<file path="config.mk">
export PLATFORM = sky130hd
export DESIGN_NAME = jtcop_mcu_mbox_flat
export DESIGN_NICKNAME = d
export VERILOG_FILES = /design/src/rtl/jtcop_mcu_mbox_pkg.sv /design/src/rtl/jtcop_mcu_mbox_if.sv /design/src/rtl/jtcop_mcu_mbox_edge.sv /design/src/rtl/jtcop_mcu_mbox.sv /design/src/flat_wrapper.sv
export SDC_FILE = /design/constraint.sdc
export NUM_CORES = 1
export LEC_CHECK = 0
export BUFFER_PORTS_ARGS = -buffer_cell sky130_fd_sc_hd__buf_2
export CAP_MARGIN = 20
export CORE_MARGIN = 2
export CORE_UTILIZATION = 55
export DETAILED_ROUTE_END_ITERATION = 6
export GPL_ROUTABILITY_DRIVEN = 0
export PLACE_DENSITY = 0.85
export SYNTH_ARGS = -nofsm -noshare
export SYNTH_HDL_FRONTEND = slang
export SYNTH_SLANG_ARGS = --single-unit
</file>
<file path="constraint.sdc">
create_clock -name clk -period 1.9 [get_ports clk]
set_clock_uncertainty 0.15 [all_clocks]
set_input_delay 0.095 -clock clk [delete_from_list [all_inputs] [get_ports clk]]
set_output_delay 0.095 -clock clk [all_outputs]
set_load 0.02 [all_outputs]
</file>
<file path="src/rtl/jtcop_mcu_mbox_pkg.sv">
// jtcop_mcu_mbox_pkg: strobe bit indices and channel-index width helper for the MCU mailbox
package jtcop_mcu_mbox_pkg;
  localparam int RD_HI = 0;
  localparam int RD_LO = 1;
  localparam int WR_LO = 2;
  localparam int WR_HI = 3;
  localparam int NSTB = 4;
  function automatic int chw(input int n);
    return n > 1 ? $clog2(n) : 1;
  endfunction
endpackage

</file>
<file path="src/rtl/jtcop_mcu_mbox_if.sv">
// jtcop_mcu_mbox_if: main-CPU and MCU side signals of the mailbox
interface jtcop_mcu_mbox_if import jtcop_mcu_mbox_pkg::*; #(parameter int NCH = 2);
  localparam int CHW = chw(NCH);
  logic [NCH-1:0] cpu_sel;
  logic           cpu_rnw;
  logic [1:0]     cpu_dsn;
  logic [15:0]    cpu_dout;
  logic [15:0]    cpu_din;
  logic           cpu_irqn;
  logic [CHW-1:0] mcu_ch;
  logic [7:0]     mcu_p0o;
  logic [7:0]     mcu_p0i;
  logic           mcu_rd_hi;
  logic           mcu_rd_lo;
  logic           mcu_wr_lo;
  logic           mcu_wr_hi;
  logic           mcu_int_en;
  logic           mcu_intn;
  logic [NCH-1:0] pending;
  modport master(
    output cpu_sel, cpu_rnw, cpu_dsn, cpu_dout, mcu_ch, mcu_p0o,
           mcu_rd_hi, mcu_rd_lo, mcu_wr_lo, mcu_wr_hi, mcu_int_en,
    input  cpu_din, cpu_irqn, mcu_p0i, mcu_intn, pending
  );
  modport slave(
    input  cpu_sel, cpu_rnw, cpu_dsn, cpu_dout, mcu_ch, mcu_p0o,
           mcu_rd_hi, mcu_rd_lo, mcu_wr_lo, mcu_wr_hi, mcu_int_en,
    output cpu_din, cpu_irqn, mcu_p0i, mcu_intn, pending
  );
endinterface

</file>
<file path="src/rtl/jtcop_mcu_mbox_edge.sv">
// jtcop_mcu_mbox_edge: rising-edge detector whose history follows the input through reset, so held lines stay silent
module jtcop_mcu_mbox_edge #(parameter int W = 1) (
  input  logic         clk,
  input  logic         rst,
  input  logic [W-1:0] d,
  output logic [W-1:0] ev
);
  logic [W-1:0] q;
  always_ff @(posedge clk) q <= d;
  assign ev = d & ~q & {W{~rst}};
endmodule

</file>
<file path="src/rtl/jtcop_mcu_mbox.sv">
// jtcop_mcu_mbox: multi-channel 16-bit mailbox between the 68000 main CPU and the i8751 MCU
module jtcop_mcu_mbox import jtcop_mcu_mbox_pkg::*; #(
  parameter int NCH       = 2,
  parameter int IRQ_MODE  = 0,
  parameter int IRQ_CH    = 0,
  parameter int CLR_ON_LO = 1
) (
  input logic             clk,
  input logic             rst,
  jtcop_mcu_mbox_if.slave bus
);
  localparam int CHW = chw(NCH);
  logic [NCH-1:0]       sel_ev, pend, pend_nx;
  logic [NSTB-1:0]      stb, stb_ev;
  logic [NCH-1:0][15:0] tx, tx_nx, rx, rx_nx;
  logic [15:0]          din, din_nx;
  logic [7:0]           p0i, p0i_nx;
  logic                 intl, int_nx, irqn, irqn_nx, clr, cpu_wr;
  assign stb[RD_HI] = bus.mcu_rd_hi;
  assign stb[RD_LO] = bus.mcu_rd_lo;
  assign stb[WR_LO] = bus.mcu_wr_lo;
  assign stb[WR_HI] = bus.mcu_wr_hi;
  jtcop_mcu_mbox_edge #(.W(NCH))  u_sel (.clk(clk), .rst(rst), .d(bus.cpu_sel), .ev(sel_ev));
  jtcop_mcu_mbox_edge #(.W(NSTB)) u_stb (.clk(clk), .rst(rst), .d(stb), .ev(stb_ev));
  assign clr    = CLR_ON_LO != 0 ? stb_ev[RD_LO] : stb_ev[RD_HI];
  assign cpu_wr = |sel_ev & ~bus.cpu_rnw;
  // MCU side is applied before the CPU write so a same-cycle CPU write wins over the clearing read
  always_comb begin
    tx_nx   = tx;
    rx_nx   = rx;
    pend_nx = pend;
    din_nx  = din;
    p0i_nx  = stb_ev[RD_HI] | stb_ev[RD_LO] ? 8'hff : p0i;
    irqn_nx = sel_ev[IRQ_CH] & bus.cpu_rnw ? 1'b1 : irqn;
    for (int k = NCH - 1; k >= 0; k--) begin
      if (bus.cpu_sel[k]) din_nx = rx[k];
      if (bus.mcu_ch == CHW'(k)) begin
        if (stb_ev[RD_LO]) p0i_nx = tx[k][7:0];
        else if (stb_ev[RD_HI]) p0i_nx = tx[k][15:8];
        if (clr) pend_nx[k] = 1'b0;
        if (stb_ev[WR_LO]) rx_nx[k][7:0] = bus.mcu_p0o;
        if (stb_ev[WR_HI]) rx_nx[k][15:8] = bus.mcu_p0o;
      end
      if (sel_ev[k] & ~bus.cpu_rnw) begin
        if (!bus.cpu_dsn[1]) tx_nx[k][15:8] = bus.cpu_dout[15:8];
        if (!bus.cpu_dsn[0]) tx_nx[k][7:0] = bus.cpu_dout[7:0];
        pend_nx[k] = 1'b1;
      end
    end
    if (IRQ_MODE != 0 && stb_ev[WR_HI] && bus.mcu_ch == CHW'(IRQ_CH)) irqn_nx = 1'b0;
    int_nx = (intl | cpu_wr) & bus.mcu_int_en & |pend_nx;
  end
  always_ff @(posedge clk) begin
    if (rst) begin
      tx   <= '0;
      rx   <= '0;
      pend <= '0;
      din  <= '0;
      p0i  <= '0;
      intl <= 1'b0;
      irqn <= 1'b1;
    end else begin
      tx   <= tx_nx;
      rx   <= rx_nx;
      pend <= pend_nx;
      din  <= din_nx;
      p0i  <= p0i_nx;
      intl <= int_nx;
      irqn <= irqn_nx;
    end
  end
  assign bus.cpu_din  = din;
  assign bus.mcu_p0i  = p0i;
  assign bus.pending  = pend;
  assign bus.cpu_irqn = irqn;
  assign bus.mcu_intn = ~(intl & bus.mcu_int_en);
endmodule

</file>
<file path="src/flat_wrapper.sv">
// flat-port wrapper written by rule: the top's interface ports become plain ports
module jtcop_mcu_mbox_flat import jtcop_mcu_mbox_pkg::*;
#(
  parameter int NCH       = 2,
  parameter int IRQ_MODE  = 0,
  parameter int IRQ_CH    = 0,
  parameter int CLR_ON_LO = 1
)
  (clk, rst, bus_cpu_sel, bus_cpu_rnw, bus_cpu_dsn, bus_cpu_dout, bus_mcu_ch, bus_mcu_p0o, bus_mcu_rd_hi, bus_mcu_rd_lo, bus_mcu_wr_lo, bus_mcu_wr_hi, bus_mcu_int_en, bus_cpu_din, bus_cpu_irqn, bus_mcu_p0i, bus_mcu_intn, bus_pending);
  jtcop_mcu_mbox_if #(.NCH(NCH)) bus_i ();
  input logic clk;
  input logic rst;
  input wire logic [$bits(bus_i.cpu_sel)-1:0] bus_cpu_sel;
  input wire logic [$bits(bus_i.cpu_rnw)-1:0] bus_cpu_rnw;
  input wire logic [$bits(bus_i.cpu_dsn)-1:0] bus_cpu_dsn;
  input wire logic [$bits(bus_i.cpu_dout)-1:0] bus_cpu_dout;
  input wire logic [$bits(bus_i.mcu_ch)-1:0] bus_mcu_ch;
  input wire logic [$bits(bus_i.mcu_p0o)-1:0] bus_mcu_p0o;
  input wire logic [$bits(bus_i.mcu_rd_hi)-1:0] bus_mcu_rd_hi;
  input wire logic [$bits(bus_i.mcu_rd_lo)-1:0] bus_mcu_rd_lo;
  input wire logic [$bits(bus_i.mcu_wr_lo)-1:0] bus_mcu_wr_lo;
  input wire logic [$bits(bus_i.mcu_wr_hi)-1:0] bus_mcu_wr_hi;
  input wire logic [$bits(bus_i.mcu_int_en)-1:0] bus_mcu_int_en;
  output wire logic [$bits(bus_i.cpu_din)-1:0] bus_cpu_din;
  output wire logic [$bits(bus_i.cpu_irqn)-1:0] bus_cpu_irqn;
  output wire logic [$bits(bus_i.mcu_p0i)-1:0] bus_mcu_p0i;
  output wire logic [$bits(bus_i.mcu_intn)-1:0] bus_mcu_intn;
  output wire logic [$bits(bus_i.pending)-1:0] bus_pending;
  assign bus_i.cpu_sel = bus_cpu_sel;
  assign bus_i.cpu_rnw = bus_cpu_rnw;
  assign bus_i.cpu_dsn = bus_cpu_dsn;
  assign bus_i.cpu_dout = bus_cpu_dout;
  assign bus_i.mcu_ch = bus_mcu_ch;
  assign bus_i.mcu_p0o = bus_mcu_p0o;
  assign bus_i.mcu_rd_hi = bus_mcu_rd_hi;
  assign bus_i.mcu_rd_lo = bus_mcu_rd_lo;
  assign bus_i.mcu_wr_lo = bus_mcu_wr_lo;
  assign bus_i.mcu_wr_hi = bus_mcu_wr_hi;
  assign bus_i.mcu_int_en = bus_mcu_int_en;
  assign bus_cpu_din = bus_i.cpu_din;
  assign bus_cpu_irqn = bus_i.cpu_irqn;
  assign bus_mcu_p0i = bus_i.mcu_p0i;
  assign bus_mcu_intn = bus_i.mcu_intn;
  assign bus_pending = bus_i.pending;
  jtcop_mcu_mbox #(.NCH(NCH), .IRQ_MODE(IRQ_MODE), .IRQ_CH(IRQ_CH), .CLR_ON_LO(CLR_ON_LO)) u_core (.clk(clk), .rst(rst), .bus(bus_i));
endmodule
</file>
==> flow_summary_export.csv, run 1 <==
group,metric,value,unit
outcome,status,"finished, final reports clean",
synth,ys_warn_count,0,
synth,ys_seq_elements,97,
clock_tree,clk_latency,0.36,ns
sta,slew_violations,0,
place,dp_hpwl,6023,µm
worst_setup_path,cp_max_fo,9,
cells_and_area,layout_commonest_cell,"dfxtp_1",
synth,synth_top_area_share,50.13,%
grt,grt_pass1_wl,15470,µm
synth,syn_nets,480,
clock_tree,cts_htree_levels,3,
die,dieHeight,87.93,µm
die,core,6794,µm²
power_and_ir_drop,leakage,0.001885,µW
worst_setup_path,worstPathRequired,2.04,ns
grt,grt_util_all_layers,26.03,%
synth,syn_inst,443,
die,fp.dieArea,7731,µm²
detailed_routing,drt-pass1-iter-count,5,
power_and_ir_drop,powerDensity,816.7,nW/µm²
detailed_routing,viasPerCell,5.499,
clock_tree,clk_pin_slew,0.09,ns
synth,syn-mean-instance-area,8.744,µm²
worst_setup_path,critical-path-max-stage-delay,0.57,ns
sta,timing.slew.headroom,43.69,%
cells_and_area,synthToLayoutAreaGrowth,25.55,%
sta,rsz0062_at_grt,"yes",
worst_setup_path,crit_top_cell,"dlygate4sd3_1",
synth,syn_area,3874,µm²
detailed_routing,route.detailed.drc,0,
sta,worst-slew-pin-transition,0.8382,ns
die,die_x,87.93,µm
sta,fmax,554.8,MHz
sta,holdWs,0.009143,ns
worst_setup_path,critPathBufInv,3,
grt,grt_start_max_net_pins,37,
synth,synth_top_area_cell,"dfxtp_1",
worst_setup_path,arrival,1.95,ns
synth,synth_edf_count,0,
synth,synth_area_leaders,"dfxtp_1 50%, a21oi_1 8.5%, mux2i_1 8.5%, nand2_1 6.8%, nand3_1 4.1%",
worst_setup_path,worstPathCellList,"dlygate4sd3_1, buf_2, nor3_4, nand3_1, dlygate4sd3_1, a21oi_1",
die,start_util,57.02,%
synth,ys.flop_type,"dfxtp_1",
flow_run,cap_viol_max_count,0,
worst_setup_path,endpoint_kind,"flip-flop",
worst_setup_path,critPathTopFamily,"buffers and inverters",
synth,async_flop_share,0,%
sta,min_period_over_period,94.87,%
die,io_pins,65,
detailed_routing,drt_iter0_drc,178,
detailed_routing,routedWlPerCell,15.11,µm
synth,ys_seq_area_share,50.13,%
power_and_ir_drop,peakVddDrop,0.5382,mV
sta,finalHoldViolations,0,
grt,antenna_found_initial,0,
sta,period_minus_slack,1.803,ns
worst_hold_path,hold_class,"primary input to flip-flop",
detailed_routing,ant_nets,0,
clock_tree,cts_made_buffers,9,
worst_setup_path,worst-setup-path-type,"primary input to flip-flop",
clock_tree,cts_tree,"yes",
clock_tree,post_cts_buffers,0,
clock_tree,clkSinkCount,97,
grt,overflow,0,
sta,setup_viol,0,
cells_and_area,drive_gt1_share,17.90,%
synth,ys_types,30,
place,portBuffers,63,
cells_and_area,n_fill_cell,500,
clock_tree,clockBufferDepth,2,
cells_and_area,layout.nets,574,
clock_tree,clockRootBuffer,"clkbuf_8",
detailed_routing,vias,3514,
cells_and_area,fin_util,71.58,%
cells_and_area,mostFrequentLayoutCells,"97 x dfxtp_1, 70 x nand2_1, 66 x a21oi_1",
die,num_rows,30,
grt,grt_pass1_vias,3383,
worst_setup_path,start_kind,"primary input",
detailed_routing,wl,9657,µm
worst_setup_path,cp_slowest_cell,"dlygate4sd3_1",
synth_stat cells, types with 2 or more instances:
cell and number:
mux2i_1 33, nor2b_1 3, nand2b_1 19, o21ai_0 9, clkbuf_1 11, nor2_1 42, a21oi_1 66, nand3_1 32
nor3_4 2, buf_4 7, nand2_1 70, a22oi_1 7, dfxtp_1 97, a211oi_1 2, o21ai_1 9, a2bb2oi_1 7
buf_2 13, nor4b_4 2
cells by family (layout without fill, tap and decap cells):
| group | after synthesis | after routing | share of synthesized area [%] |
|---|---|---|---|
| and+or+nand+nor | 176 | 176 | 22.06 |
| AOI/OAI and AO/OA | 104 | 104 | 14.99 |
| DFF | 97 | 97 | 50.13 |
| muxes | 33 | 33 | 8.527 |
| buffers and inverters | 32 | 131 | 4.199 |
| other | 1 | 2 | 0.09681 |
registers in the layout, indices dropped and copies added (netlist names):
signal	cells
u_core.bus.cpu_din	16
u_core.bus.mcu_p0i	8
u_core.bus.pending	2
u_core.u_sel.q	2
u_core.tx	32
u_core.u_stb.q	4
u_core.rx	32
u_core.intl	1
path summary, 6_finish.rpt:
path,startpoint,end,slack (ns),depth (start not counted)
worst max-delay path,bus_cpu_dsn[1],u_core.tx[24],0.1,6
worst min-delay path,bus_cpu_sel[0],u_core.u_sel.q[0],0.009,2
worst max register to register,u_core.u_sel.q[0],u_core.tx[4],0.18,5
worst min register to register,u_core.rx[4],u_core.rx[4],0.31,2
worst reg2reg max path: stages, from the launching register on:
cell           delay, ns
dfxtp_1             0.31
nor2b_1             0.11
buf_4               0.27
nand3_1             0.13
dlygate4sd3_1       0.58
a21oi_1             0.12
per-layer routing:
layer	vias to the layer above	GRT usage [%]	wire length [µm]
met2	115	45.25	4950
li1	1705	-	-
met5	-	0	0
met1	1668	30.68	3903
met3	26	4.241	535
met4	0	13.99	267
through the flow:
step / cell area, µm² / TNS, ns / setup WS, ns / std cells / power [µW]
global route: 4861 / -0.0001434 / -0.0001434 / 638 / 4103
finish: 4863 / 0 / 0.09748 / 639 / 3972
floorplan: 3874 / 0 / 0.5198 / 443 / 2337
global placement: 4254 / 0 / 0.3086 / 584 / 2440
CTS: 4861 / 0 / 0.1200 / 638 / 3980
detailed placement: 4254 / 0 / 0.1907 / 584 / 2450
repair_timing:
item                                    in CTS  in global routing
endpoints found under the hold margin       72                  0
endpoints found under the setup margin       0                  4
hold buffers                                38                  0
gates resized for setup                      0                  0
power breakdown:
part | switching (µW) | leakage (µW) | internal [µW] | total [µW]
logic | 206 | 0.000988 | 159 | 364
registers | 24.5 | 0.000787 | 2080 | 2100
clock network | 719 | 0.000111 | 788 | 1510
cell type report:
type                       count  area (µm²)  share of cell area, %
antenna                        1       2.502                0.05145
clock buffer                  11       141.4                  2.907
clock inverter                 5       85.08                  1.749
inverter                       1       3.754                0.07718
multi-input combinational    314        1775                  36.51
sequential                    97        1942                  39.93
tap                           96       120.1                  2.470
timing repair buffer         114       793.3                  16.31
(Power assumes the default switching activity.)
==> run 2, diff against run 1 <==
--- a/config.mk
+++ b/config.mk
@@ -5,9 +5,10 @@
 export SDC_FILE = /design/constraint.sdc
 export NUM_CORES = 1
 export LEC_CHECK = 0
+export ABC_AREA = 1
 export BUFFER_PORTS_ARGS = -buffer_cell sky130_fd_sc_hd__buf_2
 export CAP_MARGIN = 20
-export CORE_MARGIN = 2
+export CORE_MARGIN = 5
 export CORE_UTILIZATION = 55
 export DETAILED_ROUTE_END_ITERATION = 6
 export GPL_ROUTABILITY_DRIVEN = 0
==> run 2 against run 1 <==
Fmax increased by 1.6%. Combinational power increased by 16%. Critical endpoint is now u_core.bus.mcu_p0i[5]. The flow now finishes with violations (DRC). Die area increased by 15%. Critical path type unchanged. Setup slack improved by 0.028 ns.
==> flow_summary_export.csv, run 2 <==
group,metric,value,unit
sta,worst-slew-pin-transition,0.6453,ns
synth,syn_inst,493,
synth,syn_nets,530,
cells_and_area,layout.nets,614,
worst_setup_path,critical-path-max-stage-delay,0.52,ns
synth,ys.flop_type,"dfxtp_1",
worst_setup_path,crit_top_cell,"nor2_1",
worst_setup_path,r2r_start,"u_core.u_stb.q[0]",
worst_setup_path,endpoint_kind,"flip-flop",
worst_setup_path,critPathBufInv,4,
clock_tree,clk_pin_slew,0.10,ns
worst_hold_path,min_from,"bus_cpu_dsn[0]",
cells_and_area,layout_commonest_cell,"dfxtp_1",
worst_setup_path,r2r_end,"u_core.bus.mcu_p0i[7]",
synth,post_synth_xor_area_fraction,0,%
synth,ys_seq_elements,97,
synth,synth_compound_area_share,16.13,%
cells_and_area,antenna_cells,0,
sta,period_minus_slack,1.775,ns
grt,grt_start_max_net_pins,51,
synth,synth_edf_count,0,
synth,syn-mean-instance-area,7.931,µm²
grt,grt_util_all_layers,22.05,%
worst_setup_path,arrival,1.88,ns
power_and_ir_drop,seq_power_share,53.9,%
synth,synth_top_area_cell,"dfxtp_1",
sta,fmax,563.5,MHz
cells_and_area,synthToLayoutAreaGrowth,22.08,%
synth,synth_area_leaders,"dfxtp_1 50%, o21ai_0 7.9%, nor2_1 6.6%, nand2_1 4.7%, inv_1 4.6%",
flow_run,cap_viol_max_count,0,
clock_tree,cts_made_buffers,9,
cells_and_area,mostFrequentLayoutCells,"97 x dfxtp_1, 69 x nor2_1, 62 x o21ai_0, 62 x buf_2, 49 x nand2_1",
detailed_routing,vias,3691,
worst_setup_path,critPathTopFamily,"buffers and inverters",
clock_tree,clkSinkCount,97,
grt,overflow,0,
power_and_ir_drop,swShare,25.46,%
worst_hold_path,worstHoldEndpoint,"u_core.tx[16]",
synth,synth_common_cells,"97 x dfxtp_1, 69 x nor2_1, 62 x o21ai_0",
worst_setup_path,r2r_slack,0.34,ns
outcome,status,"complete, but fails checks",
grt,grt_pass1_wl,15670,µm
sta,min_period_over_period,93.41,%
sta,setup_viol,0,
worst_setup_path,cp_slowest_cell,"dlygate4sd3_1",
die,dieHeight,94.32,µm
detailed_routing,drt_iter0_drc,353,
synth,synthSimpleGateAreaFrac,24.22,%
synth,syn_area,3910,µm²
synth,ys_seq_area_share,49.66,%
detailed_routing,viasPerCell,5.444,
clock_tree,clockBufferDepth,2,
sta,slew_violations,0,
cells_and_area,final-seq-area,1942,µm²
worst_hold_path,hold_class,"primary input to flip-flop",
detailed_routing,ant_nets,0,
worst_setup_path,cp_max_fo,50,
cells_and_area,final-instance-count-excl-fill,678,
detailed_routing,drt-pass1-iter-count,7,
clock_tree,cts_tree,"yes",
worst_setup_path,start_kind,"primary input",
worst_setup_path,startpoint,"rst",
worst_setup_path,worstPathCellList,"dlygate4sd3_1, buf_2, clkinv_2, buf_12, nand4_1, nand2_1, nor2_1, nor2_1",
power_and_ir_drop,p_comb_share,10.6,%
synth,ys_types,24,
worst_hold_path,hold_depth,4,
die,die_x,94.32,µm
cells_and_area,fin_util,69.49,%
sta,finalHoldViolations,0,
power_and_ir_drop,p_switching,1010,µW
outcome,violations,"DRC",
sta,rsz0062_at_grt,"yes",
synth,ys_warn_count,0,
sta,timing.slew.headroom,56.82,%
die,start_util,56.92,%
place,place_inst,629,
grt,antenna_found_initial,0,
clock_tree,cts_htree_levels,3,
worst_setup_path,worstPathRequired,2.01,ns
die,fp.dieArea,8895,µm²
grt,grt_pass1_vias,3354,
power_and_ir_drop,peakVddDrop,0.6346,mV
die,num_rows,30,
place,portBuffers,63,
clock_tree,clockRootBuffer,"clkbuf_8",
worst_setup_path,rr_worst_depth,7,
power_and_ir_drop,powerDensity,830.9,nW/µm²
place,dp_hpwl,6315,µm
detailed_routing,route.detailed.drc,1,
cells_and_area,drive_gt1_share,17.70,%
clock_tree,clk_latency,0.36,ns
cells_and_area,n_fill_cell,552,
power_and_ir_drop,p_int,2956,µW
synth,synth.area.mux_share,0,%
detailed_routing,routedWlPerCell,14.24,µm
die,core,6869,µm²
synth,synth_top_area_share,49.66,%
synth,async_flop_share,0,%
die,io_pins,65,
cells_and_area,multi_input_area,1594,µm²
synth,synth_top_family_by_area,"simple AND/OR/NAND/NOR gates",
power_and_ir_drop,finalPower,3966,µW
detailed_routing,wl,9652,µm
power_and_ir_drop,clkPwrFrac,35.4,%
synth,yosysMostFrequentCell,"dfxtp_1",
power_and_ir_drop,leakage,0.002023,µW
worst_setup_path,worst-setup-path-type,"primary input to flip-flop",
synth,synth-adder-area-share,0,%
-- run 2: cell count changes in the layout (fill, tap and decap cells not counted), moves of 15 or more --
cell      previous run  this run
o21ai_0              9        62
nand2_1             70        49
nor3_1               1        16
mux2i_1             33         0
nand4_1              0        17
nand2b_1            19         0
a21oi_1             66        34
inv_1                1        48
o221ai_1             0        16
nor2_1              42        69
-- run 2: final cells by class --
| cell class | count | share of cell area (%) |
|---|---|---|
| multi-input combinational | 315 | 33.39 |
| tap | 96 | 2.516 |
| inverter | 52 | 4.168 |
| clock buffer | 11 | 3.172 |
| timing repair buffer | 102 | 14.78 |
| sequential | 97 | 40.68 |
| clock inverter | 5 | 1.284 |
-- run 2: what timing repair did --
action	CTS	global route
buffers inserted	0	0
resized for setup	0	4
hold endpoints to repair	81	0
setup endpoints to repair	0	23
hold buffers	33	0
-- run 2: worst max-delay path by stage --
stage,end,slack [ns],depth (start not counted)
floorplan,u_core.rx[0],0.69,5
global route,u_core.tx[2],-0.003,7
detailed placement,u_core.bus.mcu_p0i[7],0.22,7
CTS,u_core.bus.mcu_p0i[7],0.05,8
finish,u_core.bus.mcu_p0i[5],0.13,8
global placement,u_core.bus.mcu_p0i[7],0.24,7
-- run 2: through the flow --
stage	instance area, µm²	hold slack (ns)	setup WS [ns]	TNS (ns)
CTS	4757	0.08542	0.04593	0
detailed placement	4214	0.06391	0.2176	0
global placement	4214	0.06320	0.2378	0
global route	4773	0.1215	-0.003046	-0.003046
finish	4773	0.08996	0.1253	0
floorplan	3910	-0.02728	0.6893	0
-- run 2: kinds of logic after synthesis --
group / after synthesis
other: 1
AO/OA/AOI/OAI: 114
AND/OR/NAND/NOR: 200
buffers and inverters: 81
flip-flops: 97
-- run 2: per-layer routing --
layer	track usage, %	wire [µm]	share of wire, %	vias up
met2	34.40	4398	46	146
li1	-	-	-	1816
met3	5.369	659	6.8	33
met1	29.23	4310	45	1696
met4	9.146	283	2.9	0
met5	0	0	0	-
-- run 2: worst reg2reg max path: cells and delay by family (launching register included) --
kind          cells  cell delay (ns)
simple gates      6             0.98
buf+inv           1             0.08
flops             1             0.30
-- run 2: power groups by stage --
stage	Clock [µW]	Sequential (µW)	Combinational (µW)
6_report	1410	2140	422
3_3_place_gp	0	2180	353
4_1_cts	1420	2140	414
2_1_floorplan	0	2210	216
3_5_place_dp	0	2180	361
5_1_grt	1500	2140	466
==> run 3, diff against run 2 <==
--- a/config.mk
+++ b/config.mk
@@ -6,13 +6,14 @@
 export NUM_CORES = 1
 export LEC_CHECK = 0
 export ABC_AREA = 1
-export BUFFER_PORTS_ARGS = -buffer_cell sky130_fd_sc_hd__buf_2
 export CAP_MARGIN = 20
 export CORE_MARGIN = 5
 export CORE_UTILIZATION = 55
 export DETAILED_ROUTE_END_ITERATION = 6
+export DONT_BUFFER_PORTS = 1
 export GPL_ROUTABILITY_DRIVEN = 0
-export PLACE_DENSITY = 0.85
+export PLACE_DENSITY = 0.77
+export RECOVER_POWER = 25
 export SYNTH_ARGS = -nofsm -noshare
 export SYNTH_HDL_FRONTEND = slang
 export SYNTH_SLANG_ARGS = --single-unit
==> run 3 against run 2 <==
Clock power decreased by 9%. Critical path depth decreased by 1. Utilization decreased by 3.2 points. Sequential power about the same. The flow now finishes without violations. Wire length increased by 4.8%. Final cell count decreased by 7.4%.
==> flow_summary_export.csv, run 3 (synthesis results as in run 2) <==
group,metric,value,unit
sta,finalHoldViolations,0,
worst_setup_path,endpoint_kind,"flip-flop",
grt,grt_util_all_layers,23.29,%
die,fp.dieArea,8895,µm²
grt,grt_pass1_vias,3382,
power_and_ir_drop,p_int,2749,µW
sta,fmax,590.1,MHz
clock_tree,clk_pin_slew,0.11,ns
cells_and_area,mostFrequentLayoutCells,"97 x dfxtp_1, 69 x nor2_1, 62 x o21ai_0",
sta,holdWs,0.01209,ns
detailed_routing,wl,10120,µm
outcome,status,"finished, final reports clean",
die,start_util,56.92,%
sta,setup_viol,0,
worst_hold_path,hold_class,"primary input to flip-flop",
clock_tree,clockBufferDepth,2,
die,dieHeight,94.32,µm
power_and_ir_drop,swShare,27.72,%
worst_setup_path,worst-setup-path-type,"primary input to flip-flop",
clock_tree,cts_htree_levels,3,
power_and_ir_drop,p_switching,1054,µW
detailed_routing,routedWlPerCell,16.11,µm
die,num_rows,30,
sta,rsz0062_at_grt,"no",
power_and_ir_drop,powerDensity,835.6,nW/µm²
cells_and_area,multi_input_area,1582,µm²
worst_setup_path,cp_max_fo,15,
sta,timing.slew.headroom,46.95,%
power_and_ir_drop,peakVddDrop,0.4738,mV
cells_and_area,antenna_cells,0,
power_and_ir_drop,seq_power_share,57.1,%
grt,grt_pass1_wl,16200,µm
power_and_ir_drop,leakage,0.001809,µW
power_and_ir_drop,clkPwrFrac,33.6,%
detailed_routing,drt-pass1-iter-count,4,
cells_and_area,layout_commonest_cell,"dfxtp_1",
grt,antenna_found_initial,0,
sta,min_period_over_period,89.19,%
cells_and_area,synthToLayoutAreaGrowth,16.38,%
detailed_routing,vias,3484,
sta,slew_violations,0,
sta,period_minus_slack,1.695,ns
sta,tns,0,ns
place,portBuffers,0,
clock_tree,clkSinkCount,97,
grt,grt_start_max_net_pins,49,
clock_tree,cts_made_buffers,9,
detailed_routing,viasPerCell,5.548,
cells_and_area,layout.nets,564,
detailed_routing,route.detailed.drc,0,
clock_tree,clk_latency,0.37,ns
cells_and_area,n_fill_cell,584,
power_and_ir_drop,finalPower,3802,µW
grt,overflow,0,
cells_and_area,final-seq-area,1942,µm²
worst_setup_path,worstPathRequired,2.05,ns
cells_and_area,drive_gt1_share,7.331,%
worst_setup_path,arrival,1.85,ns
die,io_pins,65,
detailed_routing,drt_iter0_drc,172,
detailed_routing,ant_nets,0,
clock_tree,clockRootBuffer,"clkbuf_8",
die,die_x,94.32,µm
flow_run,cap_viol_max_count,0,
power_and_ir_drop,p_comb_share,9.3,%
sta,worst-slew-pin-transition,0.7957,ns
die,core,6869,µm²
worst_setup_path,start_kind,"primary input",
place,dp_hpwl,6524,µm
clock_tree,cts_tree,"yes",
run 3: worst max-delay path, cell delays in order:
cell	delay, ns
dlymetal6s4s_1	0.57
clkinv_2	0.44
nand3_1	0.42
nand3_1	0.13
nand2_1	0.07
nor2_1	0.04
nor2_1	0.08
run 3: repair_timing:
item                                   4_1_cts  5_1_grt
endpoints found under the hold margin       97        0
hold buffers                                46        0
setup buffers                                0        0
setup endpoints to repair                    0       24
resized for setup                            0        4
run 3: path summary, 6_finish.rpt:
path	depth (start not counted)	end	start	slack (ns)
hold / removal	5	u_core.rx[16]	bus_mcu_wr_lo	0.01
setup reg to reg	5	u_core.rx[3]	u_core.u_stb.q[2]	0.33
setup / recovery	7	u_core.bus.mcu_p0i[7]	rst	0.21
hold reg to reg	2	u_core.tx[18]	u_core.tx[18]	0.30
run 3: metrics by stage:
stage / setup slack (ns) / utilization (%) / instance area (µm²) / std cells
finish: 0.2053 / 66.25 / 4551 / 628
global route: 0.02620 / 66.25 / 4551 / 628
CTS: 0.003834 / 66.16 / 4544 / 628
detailed placement: 0.2991 / 56.76 / 3899 / 566
global placement: 0.3789 / 56.76 / 3899 / 566
floorplan: 0.6893 / - / 3910 / 493
run 3: cell type report:
class,count,share of cell area (%)
Tap cell,96,2.640
Timing Repair Buffer,52,11.49
Clock inverter,7,1.347
Inverter,52,4.372
Sequential cell,97,42.67
Multi-Input combinational cell,315,34.75
Clock buffer,9,2.722
run 3: power groups by stage:
stage | sequential, µW | clock (µW) | combinational (µW)
after global placement | 2220 | 0 | 231
after detailed placement | 2220 | 0 | 238
final | 2170 | 1280 | 353
after global routing | 2180 | 1390 | 391
after floorplan | 2210 | 0 | 216
after CTS | 2170 | 1290 | 346
run 3: per-layer routing:
layer / share of wire, % / track usage, % / routed length, µm
met5: 0 / 0 / 0
met4: 2.2 / 10.47 / 225
met3: 6.7 / 5.369 / 673
met2: 52 / 41.90 / 5264
met1: 39 / 26.01 / 3952
